[config.mk]
export PLATFORM = sky130hd
export DESIGN_NAME = lfsr_seed_gen
export DESIGN_NICKNAME = d
export VERILOG_FILES = /design/src/rtl/lfsr_seed_gen.sv
export SDC_FILE = /design/constraint.sdc
export NUM_CORES = 1
export LEC_CHECK = 0
export CAP_MARGIN = 20
export CORE_UTILIZATION = 48
export CTS_CLUSTER_DIAMETER = 100
export DETAILED_ROUTE_END_ITERATION = 6
export DONT_BUFFER_PORTS = 1
export GPL_TIMING_DRIVEN = 0
export PLACE_DENSITY = 0.62
export SLEW_MARGIN = 10
export SYNTH_ARGS = -nofsm -noshare
export SYNTH_HDL_FRONTEND = slang
export SYNTH_SLANG_ARGS = --single-unit
export TNS_END_PERCENT = 20
[constraint.sdc]
create_clock -name clk -period 2.47 [get_ports clk]
set_clock_uncertainty 0.1 [all_clocks]
set_input_delay 0.494 -clock clk [delete_from_list [all_inputs] [get_ports clk]]
set_output_delay 0.494 -clock clk [all_outputs]
set_load 0.02 [all_outputs]
[src/rtl/lfsr_seed_gen.sv]
// lfsr_seed_gen: builds a WIDTH-bit random grid seed from a free-running LFSR.
// Build option: define SEED_DENSITY_EN for ~25% live-cell density seeds.
module lfsr_seed_gen #(
  parameter int          WIDTH     = 64,
  parameter logic [31:0] SEED_INIT = 32'h0000_0001
) (
  input  logic             clk,
  input  logic             reset,
  input  logic             lfsr_begin,
  output logic [WIDTH-1:0] seed_out,
  output logic             seed_valid,
  output logic             busy,
  output logic [7:0]       gen_count
);

  localparam int CW = $clog2(WIDTH);

  // all-zero is the LFSR's lock-up state, so never start there
  localparam logic [31:0] INIT =
    (SEED_INIT == 32'd0) ? 32'h0000_0001 : SEED_INIT;

  localparam logic [CW-1:0] LAST = CW'(WIDTH - 1);

  typedef enum logic [1:0] {
    IDLE,
    FILL,
    DONE
  } state_t;

  state_t           state;
  state_t           state_n;
  logic [31:0]      lfsr;
  logic             fb;
  logic             sbit;
  logic [CW-1:0]    cnt;
  logic [WIDTH-1:0] shift_reg;
  logic [WIDTH-1:0] shift_n;
  logic             fill_last;

  assign fb = lfsr[31] ^ lfsr[21] ^ lfsr[1] ^ lfsr[0];

`ifdef SEED_DENSITY_EN
  assign sbit = lfsr[0] & lfsr[16];
`else
  assign sbit = lfsr[0];
`endif

  assign shift_n   = {shift_reg[WIDTH-2:0], sbit};
  assign fill_last = (state == FILL) && (cnt == LAST);

  // state register
  always_ff @(posedge clk) begin
    if (reset) state <= IDLE;
    else       state <= state_n;
  end

  // next-state: a fill always runs to completion once started
  always_comb begin
    state_n = state;
    unique case (state)
      IDLE: if (lfsr_begin) state_n = FILL;
      FILL: if (fill_last)  state_n = DONE;
      DONE: state_n = lfsr_begin ? FILL : IDLE;
      default: state_n = IDLE;
    endcase
  end

  // outputs decoded from state: DONE lasts exactly one cycle
  always_comb begin
    busy       = (state != IDLE);
    seed_valid = (state == DONE);
  end

  // free-running LFSR; button timing relative to it supplies entropy
  always_ff @(posedge clk) begin
    if (reset) lfsr <= INIT;
    else       lfsr <= {lfsr[30:0], fb};
  end

  // shift in one seed bit per FILL cycle
  always_ff @(posedge clk) begin
    if (reset) begin
      cnt       <= '0;
      shift_reg <= '0;
    end else if (state == FILL) begin
      cnt       <= cnt + CW'(1);
      shift_reg <= shift_n;
    end else begin
      cnt       <= '0;
    end
  end

  // publish the whole seed at once so a partial seed is never seen
  always_ff @(posedge clk) begin
    if (reset) begin
      seed_out  <= '0;
      gen_count <= 8'd0;
    end else if (fill_last) begin
      seed_out  <= shift_n;
      gen_count <= gen_count + 8'd1;
    end
  end

endmodule

# Word level (Yosys, flattened, before mapping)
# Index checks and enable logic that the tools add are counted.
# word_totals
register_bits	175
inputBits	3
out_inout_bits	74
elab_cells	26
# classes
n_addsub	2
eq_ne	5
muxes	4
bitwise_logic	4
reduce_logical	5
# ops
cell	n
adder 8 x 1 -> 8 bit, second input constant	1
adder 6 x 1 -> 6 bit, second input constant	1
== test 6 bit, second input constant	1
one-hot mux 2 bit (3 select lines)	1
2-to-1 mux 2 bit	2
inequality test 2 bit, second input constant	2
XOR 1 bit	3
== test 2 x 1 -> 1 bit, second input constant	1
== test 2 bit, second input constant	1
logical NOT 2 bit	1
AND reduction 2 bit	1
nonzero test 2 bit	1
OR reduction 2 bit	1
logical AND 1 bit	1
2-to-1 mux 1 bit	1
NOT 1 bit	1

# Logic depth before layout (Yosys ltp)
# depth
word_depth	4
ltp_mapped	7
depth_no_buf	5

# Worst setup path before layout
# No wires, ideal clock.
# synth_timing
path_kind	register -> register
from	reg cnt[0]
to	reg gen_count[7]
setup_ns	0.070
arrival_ns	1.557
required_ns	2.300
setup_slack_ns	0.743
path_stages_with_launch	6
n_path_buf	0
synth_period_minus_slack_ns	1.727
path_cell_list	dfxtp_1 > ha_1 > and4b_4 > nand4_1 > or4_1 > a21oi_1
# synth_via
elab_chain_cells	2
# synth_lines
item	line_no	text
from (decl)	35	logic [CW-1:0] cnt;
from (signal assigned)	86	cnt <= cnt + CW'(1);
== test 6 bit	49	assign fill_last = (state == FILL) && (cnt == LAST);
logical AND 1 bit	49	
to (signal assigned)	100	gen_count <= gen_count + 8'd1;
to (decl)	13	output logic [7:0] gen_count
# No other way between the ends.
# A chain may end at the register's enable or synchronous reset.

# Worst setup path in the final report
# layout_timing
from	reg cnt[0]
to	reg seed_out[60]
# layout_via
elab_chain_cells	2
# layout_lines
item	line_no	text
== test 6 bit	49	
logical AND 1 bit	49	
to (signal assigned)	99	seed_out <= shift_n;
to (decl)	10	output logic [WIDTH-1:0] seed_out,
# No other way between the ends.

==> summary.txt <==
Hold path
  – Hold crit path type: in2reg
  – Hold Crit Start: lfsr_begin

Worst setup path
  – Worst Path Max Fanout: 10
  – FF-to-FF Start: cnt[0]
  – Worst setup startpoint: cnt[0]
  – CP arrival: 2.37 ns
  – Startpoint types: register
  – CP Capture Type: register
  – Req. time, crit path: 2.72 ns
  – WS Path Type: reg2reg

Yosys
  – Register area share after synthesis: 0.595
  – Mapped Avg Cell Area: 8.42 sq um
  – Synth cell types: 28
  – Syn. warnings: 0
  – Post-synth top cells: nand2_1 (260), dfxtp_1 (175), a21oi_1 (131)
  – Top post-synthesis cells by area: dfxtp_1 (59%), nand2_1 (17%), a21oi_1 (11%)
  – Cell accounting for the most synthesized area: dfxtp_1
  – Synthesized flop and latch total: 175
  – Synth Instances: 700
  – Synth Net Count: 705
  – Top FF cell, synth: dfxtp_1
  – Mapped cell area: 0.00589 sq mm
  – Count of flip-flops with a built-in enable after synthesis: 0
  – Top-count cell post-synth: nand2_1
  – Post-synth ARST share: 0
  – Share of the synthesized area in the top cell type: 0.595

Clocking
  – Clk slew on worst S/H paths: 0.06 ns
  – Worst skew pair latency: 0.42 ns
  – Cts-stage hold buffer count: 0
  – Clock tree buffer depth: 2
  – H-tree depth: 4
  – CTS tree: done
  – Root Driver: clkbuf_16
  – Total CTS buffers: 17
  – Clock Sink Count: 175
  – CTS resizes: 0
  – Post-CTS setup buffer count: 0

Routing
  – Detail Route Antenna Nets: 0
  – # DRC: 0
  – Router iterations before antenna repair: 4
  – Drt wl/cell: 13.5 microns
  – Initial DRC count: 222
  – Post-DR vias/cell: 5.06
  – Via count: 4,452
  – Total Wirelength: 11,900 microns

Floorplan
  – Core area: 0.0120 sq mm
  – # rows: 40
  – Die area: 0.0127 sq mm
  – Starting density of the core: 0.490
  – Die width: 113 microns
  – Number of I/O pins: 77
  – Die H: 113 microns

Timing
  – FMAX: 471 MHz
  – RSZ-0062 raised after global routing: false
  – Hold Fails Final Rpt: 0
  – Setup tns final: 0 ns
  – Relative slew slack: 0.625
  – Final Critical Period: 2.12 ns
  – Slew Viols, Final: 0
  – Setup ws final: 0.346 ns
  – Setup violations, final: 0
  – Final period utilization: 0.860
  – Worst slew pin tran: 0.563 ns
  – Hold Slack: 0.261 ns

Placement
  – Worst slack at placement: 0.380 ns
  – GP Congestion: 0.747
  – Cell Count Post-Placement: 847
  – IO Port Bufs: 0
  – Detailed placement HPWL: 8130 microns
  – Post-Place Cell Area: 0.00607 sq mm

Finish
  – Final #Nets: 724
  – Final instance area: 0.00664 sq mm
  – Area Overhead vs Synth: 12.6%
  – Max FFs per register: 64
  – Layout cells sized above 1: 0.0519
  – Fin util: 0.552
  – Post-route insts no fill: 879
  – ANT cells: 0

Global routing
  – Initial antenna violation count: 0
  – Gr ovfl total: 0
  – First-pass GRT wire length: 19,900 microns
  – Largest net degree at the start of global routing: 17
  – Total track usage: 0.201
  – Vias in the first global route: 4,241

Flow run
  – Max Cap Violations: 0

Pwr
  – Total power draw: 5.53 mW
  – PD cells: 834 mW/mm^2
  – Pleak: 2.20 nW
  – Maximum vdd drop: 0.454 mV

Status
  – Status: finished, final reports clean
[area by class of cell]
class	count	area, sq um
buffer	47	203
clock buffer	25	475
clock inverter	7	85.1
fill	1151	5380
inverter	1	3.75
multi-input combinational	477	2180
sequential	175	3500
tap	147	184
[power by group]
group / internal (mW) / total [mW] / leakage [nW] / switching, mW
clock: 1.53 / 2.54 / 0.279 / 1.01
sequential: 2.84 / 2.85 / 1.41 / 0.0104
combinational: 0.0315 / 0.146 / 0.513 / 0.115
total: 4.40 / 5.53 / 2.20 / 1.13
[kinds of logic after synthesis]
group / after synthesis / synth area share
AOI/OAI and AO/OA: 133 / 0.113
xor gates and xnor gates: 12 / 0.0178
adders and majority gates: 2 / 0.00425
buffers and inverters: 48 / 0.0350
DFF: 175 / 0.595
and+or+nand+nor: 330 / 0.235
[path summary, 6_finish.rpt]
path / to / depth (start not counted) / slack [ns]
max: seed_out[60] / 7 / 0.35
min: state[0] / 3 / 0.26
max reg2reg: seed_out[60] / 7 / 0.35
min reg2reg: lfsr[11] / 1 / 0.33
[layout by cell type (no fill, tap or decap), drive strengths merged, types with 3 or more instances in the layout]
cell / synthesis / layout
nand2b: 3 / 3
buf: 16 / 16
clkinv: 0 / 5
clkbuf: 31 / 56
nor2b: 34 / 34
dfxtp: 175 / 175
nand2: 260 / 260
nand3: 7 / 7
xnor2: 6 / 6
a21oi: 131 / 131
xor2: 6 / 6
nor2: 14 / 14
[metal layers]
metal	vias to the layer above	GRT usage	part of all wire
met3	22	0.0728	0.063
met4	0	0.0916	0.019
met1	2049	0.242	0.45
li1	2290	-	-
met2	91	0.321	0.47
met5	-	0	0
[worst max-delay path: stages (launching register included)]
cell      delay [ns]
dfxtp_1         0.36
ha_1            0.26
nand4b_1        0.24
nor2_1          0.29
buf_2           0.31
buf_2           0.27
nand2_1         0.09
a21oi_1         0.13
Power figures use the tool's default switching activity.
